## config.mk

```make
export PLATFORM = sky130hd
export DESIGN_NAME = digit_vote_filter
export DESIGN_NICKNAME = d
export VERILOG_FILES = /design/src/rtl/digit_vote_pkg.sv /design/src/rtl/vote_history.sv /design/src/rtl/digit_vote_filter.sv
export SDC_FILE = /design/constraint.sdc
export NUM_CORES = 1
export LEC_CHECK = 0
export BUFFER_PORTS_ARGS = -buffer_cell sky130_fd_sc_hd__buf_2
export CAP_MARGIN = 40
export CORE_MARGIN = 2
export CORE_UTILIZATION = 60
export CTS_BUF_LIST = sky130_fd_sc_hd__clkbuf_4 sky130_fd_sc_hd__clkbuf_8
export DETAILED_ROUTE_END_ITERATION = 10
export PLACE_DENSITY = 0.9
export SLEW_MARGIN = 20
export SYNTH_ARGS = -nofsm -noshare
export SYNTH_HDL_FRONTEND = slang
export SYNTH_SLANG_ARGS = --single-unit
```

## constraint.sdc

```tcl
create_clock -name clk -period 8.77 [get_ports clk]
set_clock_uncertainty 0.1 [all_clocks]
set_input_delay 1.754 -clock clk [delete_from_list [all_inputs] [get_ports clk]]
set_output_delay 1.754 -clock clk [all_outputs]
set_load 0.03 [all_outputs]
```

## src/rtl/digit_vote_pkg.sv

```systemverilog
// rtl/digit_vote_pkg.sv - shared types and constants for the digit vote filter
//
// Purpose: FSM state encoding, class/width constants, LED bit positions and
//          a digit range helper used by digit_vote_filter and vote_history.
// Ports:   none (package).
package digit_vote_pkg;

    localparam int NUM_CLASSES = 10;
    localparam int DIGIT_W     = 4;
    localparam int CNT_W       = 5;

    localparam int LED_VALID_BIT  = 4;
    localparam int LED_STALE_BIT  = 5;
    localparam int LED_BUSY_BIT   = 6;
    localparam int LED_ENABLE_BIT = 7;

    typedef enum logic [2:0] {
        ST_IDLE,
        ST_INSERT,
        ST_ACCUM,
        ST_SELECT,
        ST_COMMIT
    } state_t;

    function automatic logic is_valid_digit(input logic [DIGIT_W-1:0] d);
        return d < DIGIT_W'(NUM_CLASSES);
    endfunction

endpackage

```

## src/rtl/vote_history.sv

```systemverilog
// rtl/vote_history.sv - shift register of past classification results
//
// Purpose: holds the last HIST_DEPTH digits with a valid bit per slot. A shift
//          pushes a new digit into slot 0 and discards the oldest slot.
// Ports:   clk, rst_n      clock, asynchronous active-low reset
//          clear           invalidate every slot (wins over shift)
//          shift_en        push shift_digit into slot 0
//          shift_digit     digit to push
//          rd_idx          slot index for the read port
//          rd_digit        digit stored at rd_idx
//          rd_valid        slot rd_idx holds a result
module vote_history
    import digit_vote_pkg::*;
#(
    parameter int HIST_DEPTH = 8,
    parameter int IDX_W      = 3
) (
    input  logic               clk,
    input  logic               rst_n,
    input  logic               clear,
    input  logic               shift_en,
    input  logic [DIGIT_W-1:0] shift_digit,
    input  logic [IDX_W-1:0]   rd_idx,
    output logic [DIGIT_W-1:0] rd_digit,
    output logic               rd_valid
);

    logic [DIGIT_W-1:0]    digit_q [HIST_DEPTH];
    logic [DIGIT_W-1:0]    digit_d [HIST_DEPTH];
    logic [HIST_DEPTH-1:0] valid_q;
    logic [HIST_DEPTH-1:0] valid_d;

    always_comb begin
        digit_d = digit_q;
        valid_d = valid_q;
        if (clear) begin
            valid_d = '0;
        end else if (shift_en) begin
            digit_d[0] = shift_digit;
            valid_d[0] = 1'b1;
            for (int i = 1; i < HIST_DEPTH; i++) begin
                digit_d[i] = digit_q[i-1];
                valid_d[i] = valid_q[i-1];
            end
        end
    end

    always_ff @(posedge clk or negedge rst_n) begin
        if (!rst_n) begin
            valid_q <= '0;
            for (int i = 0; i < HIST_DEPTH; i++) begin
                digit_q[i] <= '0;
            end
        end else begin
            valid_q <= valid_d;
            digit_q <= digit_d;
        end
    end

    // Guard the read so a non-power-of-two depth never indexes past the end.
    always_comb begin
        rd_digit = '0;
        rd_valid = 1'b0;
        if (int'(rd_idx) < HIST_DEPTH) begin
            rd_digit = digit_q[rd_idx];
            rd_valid = valid_q[rd_idx];
        end
    end

endmodule

```

## src/rtl/digit_vote_filter.sv

```systemverilog
// rtl/digit_vote_filter.sv - majority vote filter over recent lenet results
//
// Purpose: captures lenet results on rising ready edges, keeps a history of
//          the last HIST_DEPTH digits, and publishes the most frequent digit
//          once it reaches MIN_VOTES. Results go stale after TIMEOUT_CYC idle
//          cycles.
// Ports:   clk, rst_n      clock, asynchronous active-low reset
//          lenet_ready     result ready level (rising edge = new result)
//          lenet_digit     classification, sampled on the rising edge
//          enable          accept new results
//          clear           flush history, pending result and stable output
//          stable_digit    voted digit
//          stable_valid    stable_digit has enough votes and is not stale
//          new_result      pulse when the published digit changes or validates
//          vote_count      vote total of the last winner
//          dropped         pulse when a pending result is overwritten
//          LED             {enable, busy, stale, stable_valid, stable_digit}
module digit_vote_filter
    import digit_vote_pkg::*;
#(
    parameter int HIST_DEPTH  = 8,
    parameter int MIN_VOTES   = 5,
    parameter int TIMEOUT_CYC = 100_000_000
) (
    input  logic               clk,
    input  logic               rst_n,
    input  logic               lenet_ready,
    input  logic [DIGIT_W-1:0] lenet_digit,
    input  logic               enable,
    input  logic               clear,
    output logic [DIGIT_W-1:0] stable_digit,
    output logic               stable_valid,
    output logic               new_result,
    output logic [CNT_W-1:0]   vote_count,
    output logic               dropped,
    output logic [7:0]         LED
);

    localparam int IDX_W = (HIST_DEPTH > 1) ? $clog2(HIST_DEPTH) : 1;
    localparam int TO_W  = $clog2(TIMEOUT_CYC + 1);
    localparam logic [TO_W-1:0] TIMEOUT_V = TO_W'(TIMEOUT_CYC);

    state_t             state_q, state_d;
    logic               ready_prev_q, ready_prev_d;
    logic               pending_q, pending_d;
    logic [DIGIT_W-1:0] pending_digit_q, pending_digit_d;
    logic [IDX_W-1:0]   acc_idx_q, acc_idx_d;
    logic [DIGIT_W-1:0] sel_idx_q, sel_idx_d;
    logic [CNT_W-1:0]   counts_q [NUM_CLASSES];
    logic [CNT_W-1:0]   counts_d [NUM_CLASSES];
    logic [DIGIT_W-1:0] winner_q, winner_d;
    logic [CNT_W-1:0]   win_cnt_q, win_cnt_d;
    logic [DIGIT_W-1:0] stable_digit_q, stable_digit_d;
    logic               stable_valid_q, stable_valid_d;
    logic               new_result_q, new_result_d;
    logic [CNT_W-1:0]   vote_count_q, vote_count_d;
    logic               dropped_q, dropped_d;
    logic               stale_q, stale_d;
    logic [TO_W-1:0]    idle_cnt_q, idle_cnt_d;

    logic               ready_rise;
    logic               accept;
    logic               consume;
    logic [DIGIT_W-1:0] hist_rd_digit;
    logic               hist_rd_valid;

    // An edge coinciding with clear is thrown away along with everything else.
    assign ready_rise = lenet_ready & ~ready_prev_q & enable;
    assign accept     = ready_rise & is_valid_digit(lenet_digit) & ~clear;
    assign consume    = (state_q == ST_INSERT);

    vote_history #(
        .HIST_DEPTH (HIST_DEPTH),
        .IDX_W      (IDX_W)
    ) u_history (
        .clk         (clk),
        .rst_n       (rst_n),
        .clear       (clear),
        .shift_en    (consume),
        .shift_digit (pending_digit_q),
        .rd_idx      (acc_idx_q),
        .rd_digit    (hist_rd_digit),
        .rd_valid    (hist_rd_valid)
    );

    always_comb begin
        state_d         = state_q;
        ready_prev_d    = lenet_ready;
        pending_d       = pending_q;
        pending_digit_d = pending_digit_q;
        acc_idx_d       = acc_idx_q;
        sel_idx_d       = sel_idx_q;
        counts_d        = counts_q;
        winner_d        = winner_q;
        win_cnt_d       = win_cnt_q;
        stable_digit_d  = stable_digit_q;
        stable_valid_d  = stable_valid_q;
        new_result_d    = 1'b0;
        vote_count_d    = vote_count_q;
        dropped_d       = 1'b0;
        stale_d         = stale_q;
        idle_cnt_d      = idle_cnt_q;

        // One-deep pending slot. INSERT empties it in the same cycle, so a
        // result arriving then simply refills it without counting as a drop.
        if (accept) begin
            pending_d       = 1'b1;
            pending_digit_d = lenet_digit;
            if (pending_q && !consume) begin
                dropped_d = 1'b1;
            end
        end else if (consume) begin
            pending_d = 1'b0;
        end

        case (state_q)
            ST_IDLE: begin
                if (pending_q) begin
                    state_d = ST_INSERT;
                end
            end
            ST_INSERT: begin
                for (int i = 0; i < NUM_CLASSES; i++) begin
                    counts_d[i] = '0;
                end
                acc_idx_d = '0;
                state_d   = ST_ACCUM;
            end
            ST_ACCUM: begin
                if (hist_rd_valid && is_valid_digit(hist_rd_digit)) begin
                    counts_d[hist_rd_digit] = counts_q[hist_rd_digit] + 1'b1;
                end
                if (acc_idx_q == IDX_W'(HIST_DEPTH - 1)) begin
                    sel_idx_d = '0;
                    winner_d  = '0;
                    win_cnt_d = '0;
                    state_d   = ST_SELECT;
                end else begin
                    acc_idx_d = acc_idx_q + 1'b1;
                end
            end
            ST_SELECT: begin
                // Strictly greater keeps the lowest digit on a tie.
                if (counts_q[sel_idx_q] > win_cnt_q) begin
                    winner_d  = sel_idx_q;
                    win_cnt_d = counts_q[sel_idx_q];
                end
                if (sel_idx_q == DIGIT_W'(NUM_CLASSES - 1)) begin
                    state_d = ST_COMMIT;
                end else begin
                    sel_idx_d = sel_idx_q + 1'b1;
                end
            end
            ST_COMMIT: begin
                vote_count_d = win_cnt_q;
                if (win_cnt_q >= CNT_W'(MIN_VOTES)) begin
                    stable_valid_d = 1'b1;
                    stable_digit_d = winner_q;
                    new_result_d   = !stable_valid_q || (stable_digit_q != winner_q);
                end else begin
                    stable_valid_d = 1'b0;
                end
                state_d = ST_IDLE;
            end
            default: begin
                state_d = ST_IDLE;
            end
        endcase

        // Idle timer: saturates at the timeout; stale overrides any commit.
        if (accept) begin
            idle_cnt_d = '0;
            stale_d    = 1'b0;
        end else begin
            if (idle_cnt_q != TIMEOUT_V) begin
                idle_cnt_d = idle_cnt_q + 1'b1;
            end
            stale_d = (idle_cnt_d == TIMEOUT_V);
        end
        if (stale_d) begin
            stable_valid_d = 1'b0;
            new_result_d   = 1'b0;
        end

        if (clear) begin
            state_d        = ST_IDLE;
            pending_d      = 1'b0;
            dropped_d      = 1'b0;
            for (int i = 0; i < NUM_CLASSES; i++) begin
                counts_d[i] = '0;
            end
            stable_valid_d = 1'b0;
            new_result_d   = 1'b0;
            stale_d        = 1'b0;
            idle_cnt_d     = '0;
        end
    end

    always_ff @(posedge clk or negedge rst_n) begin
        if (!rst_n) begin
            state_q         <= ST_IDLE;
            // Starts high so a ready level held through reset is not an edge.
            ready_prev_q    <= 1'b1;
            pending_q       <= 1'b0;
            pending_digit_q <= '0;
            acc_idx_q       <= '0;
            sel_idx_q       <= '0;
            for (int i = 0; i < NUM_CLASSES; i++) begin
                counts_q[i] <= '0;
            end
            winner_q        <= '0;
            win_cnt_q       <= '0;
            stable_digit_q  <= '0;
            stable_valid_q  <= 1'b0;
            new_result_q    <= 1'b0;
            vote_count_q    <= '0;
            dropped_q       <= 1'b0;
            stale_q         <= 1'b0;
            idle_cnt_q      <= '0;
        end else begin
            state_q         <= state_d;
            ready_prev_q    <= ready_prev_d;
            pending_q       <= pending_d;
            pending_digit_q <= pending_digit_d;
            acc_idx_q       <= acc_idx_d;
            sel_idx_q       <= sel_idx_d;
            counts_q        <= counts_d;
            winner_q        <= winner_d;
            win_cnt_q       <= win_cnt_d;
            stable_digit_q  <= stable_digit_d;
            stable_valid_q  <= stable_valid_d;
            new_result_q    <= new_result_d;
            vote_count_q    <= vote_count_d;
            dropped_q       <= dropped_d;
            stale_q         <= stale_d;
            idle_cnt_q      <= idle_cnt_d;
        end
    end

    assign stable_digit = stable_digit_q;
    assign stable_valid = stable_valid_q;
    assign new_result   = new_result_q;
    assign vote_count   = vote_count_q;
    assign dropped      = dropped_q;

    always_comb begin
        LED                 = '0;
        LED[DIGIT_W-1:0]    = stable_digit_q;
        LED[LED_VALID_BIT]  = stable_valid_q;
        LED[LED_STALE_BIT]  = stale_q;
        LED[LED_BUSY_BIT]   = (state_q != ST_IDLE);
        LED[LED_ENABLE_BIT] = enable;
    end

endmodule

```

---- After elaboration in Yosys (flattened, before gate mapping) ----
Index checks and enable logic that the tools add are counted.
W data, S select, Z words.
word-level totals
  input port bits ......................... 9
  register bits ........................... 155
  logic and storage cells ................. 148
  output and inout bits ................... 20
operators by class
  $lt $le $gt $ge ......................... 9
  reductions and logical operators ........ 21
  equal/unequal tests ..................... 17
  multiplexer cells ....................... 54
  bitwise gates (word level) .............. 9
  add/subtract/negate cells ............... 4
operators by type and width
  cell                     count
  $mux W27                 4
  $mux W50                 2
  $pmux W50 S2             1
  $bwmux W50               1
  $bmux W5 S4              2
  $mux W5                  7
  $add A27 B1 Y27 const B  1
  $eq A27 B27 Y1 const B   1
  $ne A27 B27 Y1 const B   1
  $demux W5 S4             1
  $mux W4                  5
  $mux W1                  17
  $mux W8                  2
  $pmux W4 S2              2
  $mux W3                  5
  $bmux W4 S3              1
  $ne A3 B3 Y1 const B     4
  $pmux W3 S4              1
  $reduce_bool A3 Y1       4
  $ge A5 B5 Y1 const B     2
  $not A4 Y5               2
  $pmux W5 S2              1
  $reduce_and A3 Y1        3
  $lt A4 B4 Y1 const B     2
  other kinds (25)         42

---- Longest topological paths before layout ----
  depth after elaboration ................. 13
  depth in mapped cells ................... 16
  depth with buffers taken out ............ 14

---- By module ----
A second synthesis with hierarchy kept.
second synthesis, totals
  cells, all modules ...................... 729
  area total of the unflattened synthesis .. 8172.8 µm²
by module, submodules not included
  module             times used  cells each  sequential area each (µm²)  area an instance (µm²)
  digit_vote_filter  1           617         2879.0                      6319.8
  vote_history       1           112         1001.0                      1853.0

---- Least setup slack after synthesis ----
OpenSTA, ideal clock, no wires.
  path type ............................... input port to flip-flop
  from .................................... input clear
  to ...................................... register new_result_q, in the netlist new_result
  data required time ...................... 8.550 ns
  setup slack ............................. 4.832 ns
  data arrival time ....................... 3.718 ns
  path buffers ............................ 1
  library setup time ...................... 0.120 ns
  stages on the path ...................... 8
  cell sequence ........................... clkbuf_1 nor4b_1 nor3_1 nand3_1 or4_1 or4_1 o31a_1 and3_1
on the way
  word-level cells in the longest chain between the ends .. 5
RTL lines
  item                         line                      text
  from (decl)                  digit_vote_filter.sv:30   input logic clear,
  $not A1 Y1 (no source line)  -
  $and A1 B1 Y1                digit_vote_filter.sv:69   assign accept = ready_rise & is_valid_digit(lenet_digit) & ~clear;
  $mux W1                      digit_vote_filter.sv:171  if (accept) begin
  $mux W1                      digit_vote_filter.sv:180  if (stale_d) begin
  $mux W1 *                    digit_vote_filter.sv:185  if (clear) begin
  via new_result_d             digit_vote_filter.sv:55   logic new_result_q, new_result_d;
  to (signal assigned)         digit_vote_filter.sv:232  new_result_q <= new_result_d;
  to (decl)                    digit_vote_filter.sv:55
The timed path passes the listed nets; every way through them passes the cells marked *.
A chain may end at the register's enable or synchronous reset.

---- Worst setup path in the final report ----
  from .................................... register acc_idx_q[0]
  to ...................................... register counts_q[42] (netlist bit)
on the way
  word-level cells in the longest chain between the ends .. 13
  elaborated cells on any way between the ends .. 24
  those cells by class .................... add/sub: 1; order compare: 3; eq/ne: 1; mux: 14; bitwise: 2; reduce/logical: 3
RTL lines
  item                                                                  line                      text
  from (decl)                                                           digit_vote_filter.sv:47   logic [IDX_W-1:0] acc_idx_q, acc_idx_d;
  from (signal assigned)                                                digit_vote_filter.sv:225  acc_idx_q <= acc_idx_d;
  $not A3 Y4 (not written as such)                                      vote_history.sv:65        rd_digit = digit_q[rd_idx];
  $bmux W4 S3                                                           vote_history.sv:65
  $mux W4 (not written as such) (2 in series)                           vote_history.sv:65
  $not A4 Y5 (not written as such)                                      digit_vote_filter.sv:131  counts_d[hist_rd_digit] = counts_q[hist_rd_digit] + 1'b1;
  $bmux W5 S4, or another cell as far along                             digit_vote_filter.sv:131
  $mux W5 (not written as such) or $logic_and A1 B1 Y1 (tied branches)  digit_vote_filter.sv:131
  $mux W5 (not written as such)                                         digit_vote_filter.sv:131
  $add A5 B1 Y5 or $demux W5 S4 (tied branches)                         digit_vote_filter.sv:131
  $bwmux W50                                                            digit_vote_filter.sv:131
  $mux W50                                                              digit_vote_filter.sv:130  if (hist_rd_valid && is_valid_digit(hist_rd_digit)) begin
  $pmux W50 S2                                                          digit_vote_filter.sv:116  case (state_q)
  $mux W50                                                              digit_vote_filter.sv:185
  to (signal assigned)                                                  digit_vote_filter.sv:227  counts_q <= counts_d;
  to (decl)                                                             digit_vote_filter.sv:49   logic [CNT_W-1:0] counts_q [NUM_CLASSES];
Parallel ways exist; a longest one is shown, timed or not. The select of a mux whose other input is x is not followed.

==> metrics.txt <==
Synth top area share 0.467; CP endpoint counts_q[42]$_DFFE_PN0P_; crit-path leading delay family multiplexers; initial antenna violation count 0; Max-Cap Viols 0; yosys warns 0; sequential element share of the synthesized area 0.470; gr ovfl total 0; pre-CTS worst setup slack 4.30 ns; DRT met1 WL 7610 microns; CP max stage delay 0.88 ns; largest net degree at the start of global routing 74; Port-buffer cells 28; Max Root-Sink Buffers 2; most frequent cells in the layout dfrtp_1, nand2_1, nor2_1, mux2_2, o21ai_1; TNS Setup 0 ns; WL met2 8440 microns; layout cells sized above 1 0.198; CTS root buffer clkbuf_8; IO Count 29; P&R area growth vs syn 7.11%; Slew Viols, Final 0; Crit. End Element flip-flop; worst r2r path cells 11; Final period util 0.485; clock slew at reported path FFs 0.08 ns; clk_lat worst skew 0.46 ns; Final ANT Viol Nets 0; ys flop type dfrtp_1; global-route wire length before repair 30400 microns; CP startpoint acc_idx_q[0]$_DFFE_PN0P_; commonest non-fill, non-tap cell in the layout dfrtp_1; origin of the critical flop-to-flop path acc_idx_q[0]$_DFFE_PN0P_; synth top area cells dfrtp_1, mux2_2, mux4_2, nand2_1, mux2i_1; metal3 WL 1380 microns; DRT Pass-1 Iters 5; achievable frequency 235 MHz; CP max stage cell dfrtp_1; RSZ-0062 raised after global routing no; die area 0.0147 sq mm; crit-path cells mux2i_1, mux4_2, mux2i_1, o22ai_1, o22ai_1, inv_1, ha_1, inv_1, xnor2_1, nor2b_4, a22o_1; core area 0.0133 sq mm; DR top layer met4; number of setup violations in the final report 0; EDFF count, synth 0; via count 6186; crit path kind flip-flop to flip-flop; H-tree Lvls 4; Avg Cell Area, Syn 10.6 sq um; row cnt 42; placed cells 941; Async S/R FF share, synth 1.00; # diodes 0; vias in the first global route 6089; WP buf/inv 2; Worst R2R Setup Slack 4.52 ns; Total Wirelength 18000 microns; nets@finish 806; Hold Crit Class flip-flop to flip-flop; GR Util All Layers 0.264; Num Clock Sinks 155; Slew HR 0.441; postcts setup bufs 0; status complete, no violations; power per cell area 189 mW/mm^2; min-delay src vote_count[4]$_DFFE_PN0P_; min Tclk post-route 4.25 ns; data required time at the worst endpoint 9.02 ns; post-route insts no fill 974; hold slack 0.385 ns; Post-CTS Hold Buffers 0; initial core utilization 0.618; Num CTS Buffers 17; #FFs+latches synth 155; 1st-iter DRT viols 667; Mapped Area 0.00825 sq mm; Worst setup SP type flip-flop; Routability Congestion 0.965; Max FO, Critical Path 30; Yosys top cell by area dfrtp_1; peak supply drop 0.111 mV; Worst Path Arrival 4.50 ns; Hold Fails Final Rpt 0; routed wire length per instance 18.4 microns; die width 121 microns; RR Endpoint counts_q[42]$_DFFE_PN0P_; worst-margin pin slew 0.833 ns; Worst path depth 11; HPWL Detailed 12700 microns; CTS tree yes; Setup WS post-layout 4.52 ns; syn nets 801; Die Ht 121 microns; Netlist cell types 67; Pleak 3.92 nW; Cells after Synth 780; Filler Cells Inserted 966; DRC Markers 0; Vias/cell 6.35; post-CTS sizing 0
worst register-to-register path, cell delays in order (launching register included):
cell	delay, ns
dfrtp_1	0.88
mux2i_1	0.30
mux4_2	0.80
mux2i_1	0.18
o22ai_1	0.19
o22ai_1	0.17
inv_1	0.22
ha_1	0.19
inv_1	0.07
xnor2_1	0.68
nor2b_4	0.11
a22o_1	0.24
worst min path at each step:
stage | to | depth (start not counted)
after global routing | vote_count[2]$_DFFE_PN0P_ | 2
after CTS | vote_count[4]$_DFFE_PN0P_ | 2
after detailed placement | vote_count[4]$_DFFE_PN0P_ | 2
after global placement | vote_count[4]$_DFFE_PN0P_ | 2
final | vote_count[4]$_DFFE_PN0P_ | 2
after floorplan | counts_q[36]$_DFFE_PN0P_ | 2
sequential cells by signal (all words and copies together) (netlist names):
name and cells:
idle_cnt_q 27, stable_valid 1, sel_idx_q 4, new_result 1, win_cnt_q 5, ready_prev_q 1, vote_count 5, winner_q 4
stale_q 1, u_history.digit_q 32, pending_digit_q 4, counts_q 50, acc_idx_q 3, stable_digit 4, pending_q 1, u_history.valid_q 8
state_q 3, dropped 1
report_power, final:
part           total [mW]  leakage [nW]  switching [mW]  internal, mW
Sequential          0.778          2.15          0.0438         0.734
Clock               0.526         0.199           0.262         0.264
Combinational       0.369          1.57           0.240         0.129
Total                1.67          3.92           0.546          1.13
kinds of logic (layout without fill, tap and decap cells):
logic type / after synthesis / count (layout) / synth area share
multiplexers: 103 / 103 / 0.165
XOR/XNOR: 37 / 37 / 0.0411
AND/OR/NAND/NOR: 255 / 255 / 0.148
AO/OA/AOI/OAI: 150 / 150 / 0.119
flip-flops: 155 / 155 / 0.470
buffers and inverters: 68 / 86 / 0.0385
adder cells (fa/ha/maj): 12 / 12 / 0.0182
stage by stage:
step            util  cell area, sq um  power (mW)
2_1_floorplan      -              8250        1.06
3_3_place_gp   0.630              8400        1.13
3_5_place_dp   0.633              8450        1.15
4_1_cts        0.662              8840        1.67
5_1_grt        0.662              8840        1.74
6_report       0.662              8840        1.67
metal layers:
metal / track usage / vias up
met2: 0.411 / 295
met4: 0.115 / 0
met5: 0 / -
li1: - / 2808
met3: 0.0620 / 60
met1: 0.355 / 3023
cell type report:
class	instances	area, sq um	area share
Multi-Input combinational cell	557	4060	0.459
Inverter	18	67.6	0.00764
Tap cell	176	220	0.0249
Clock inverter	12	123	0.0139
Timing Repair Buffer	36	229	0.0259
Sequential cell	155	3880	0.439
Clock buffer	20	263	0.0297
synth_stat cells (all sizes together), types with 16 or more instances:
cell type and count:
dfrtp 154, nand2 103, o21ai 61, nor2 57
mux2 52, mux2i 32, clkbuf 27, a21oi 25
buf 23, a22o 19, mux4 19, xnor2 19
inv 18, xor2 18, nand3 17, nor3 16
No activity file was read; power rests on OpenSTA's default activity.
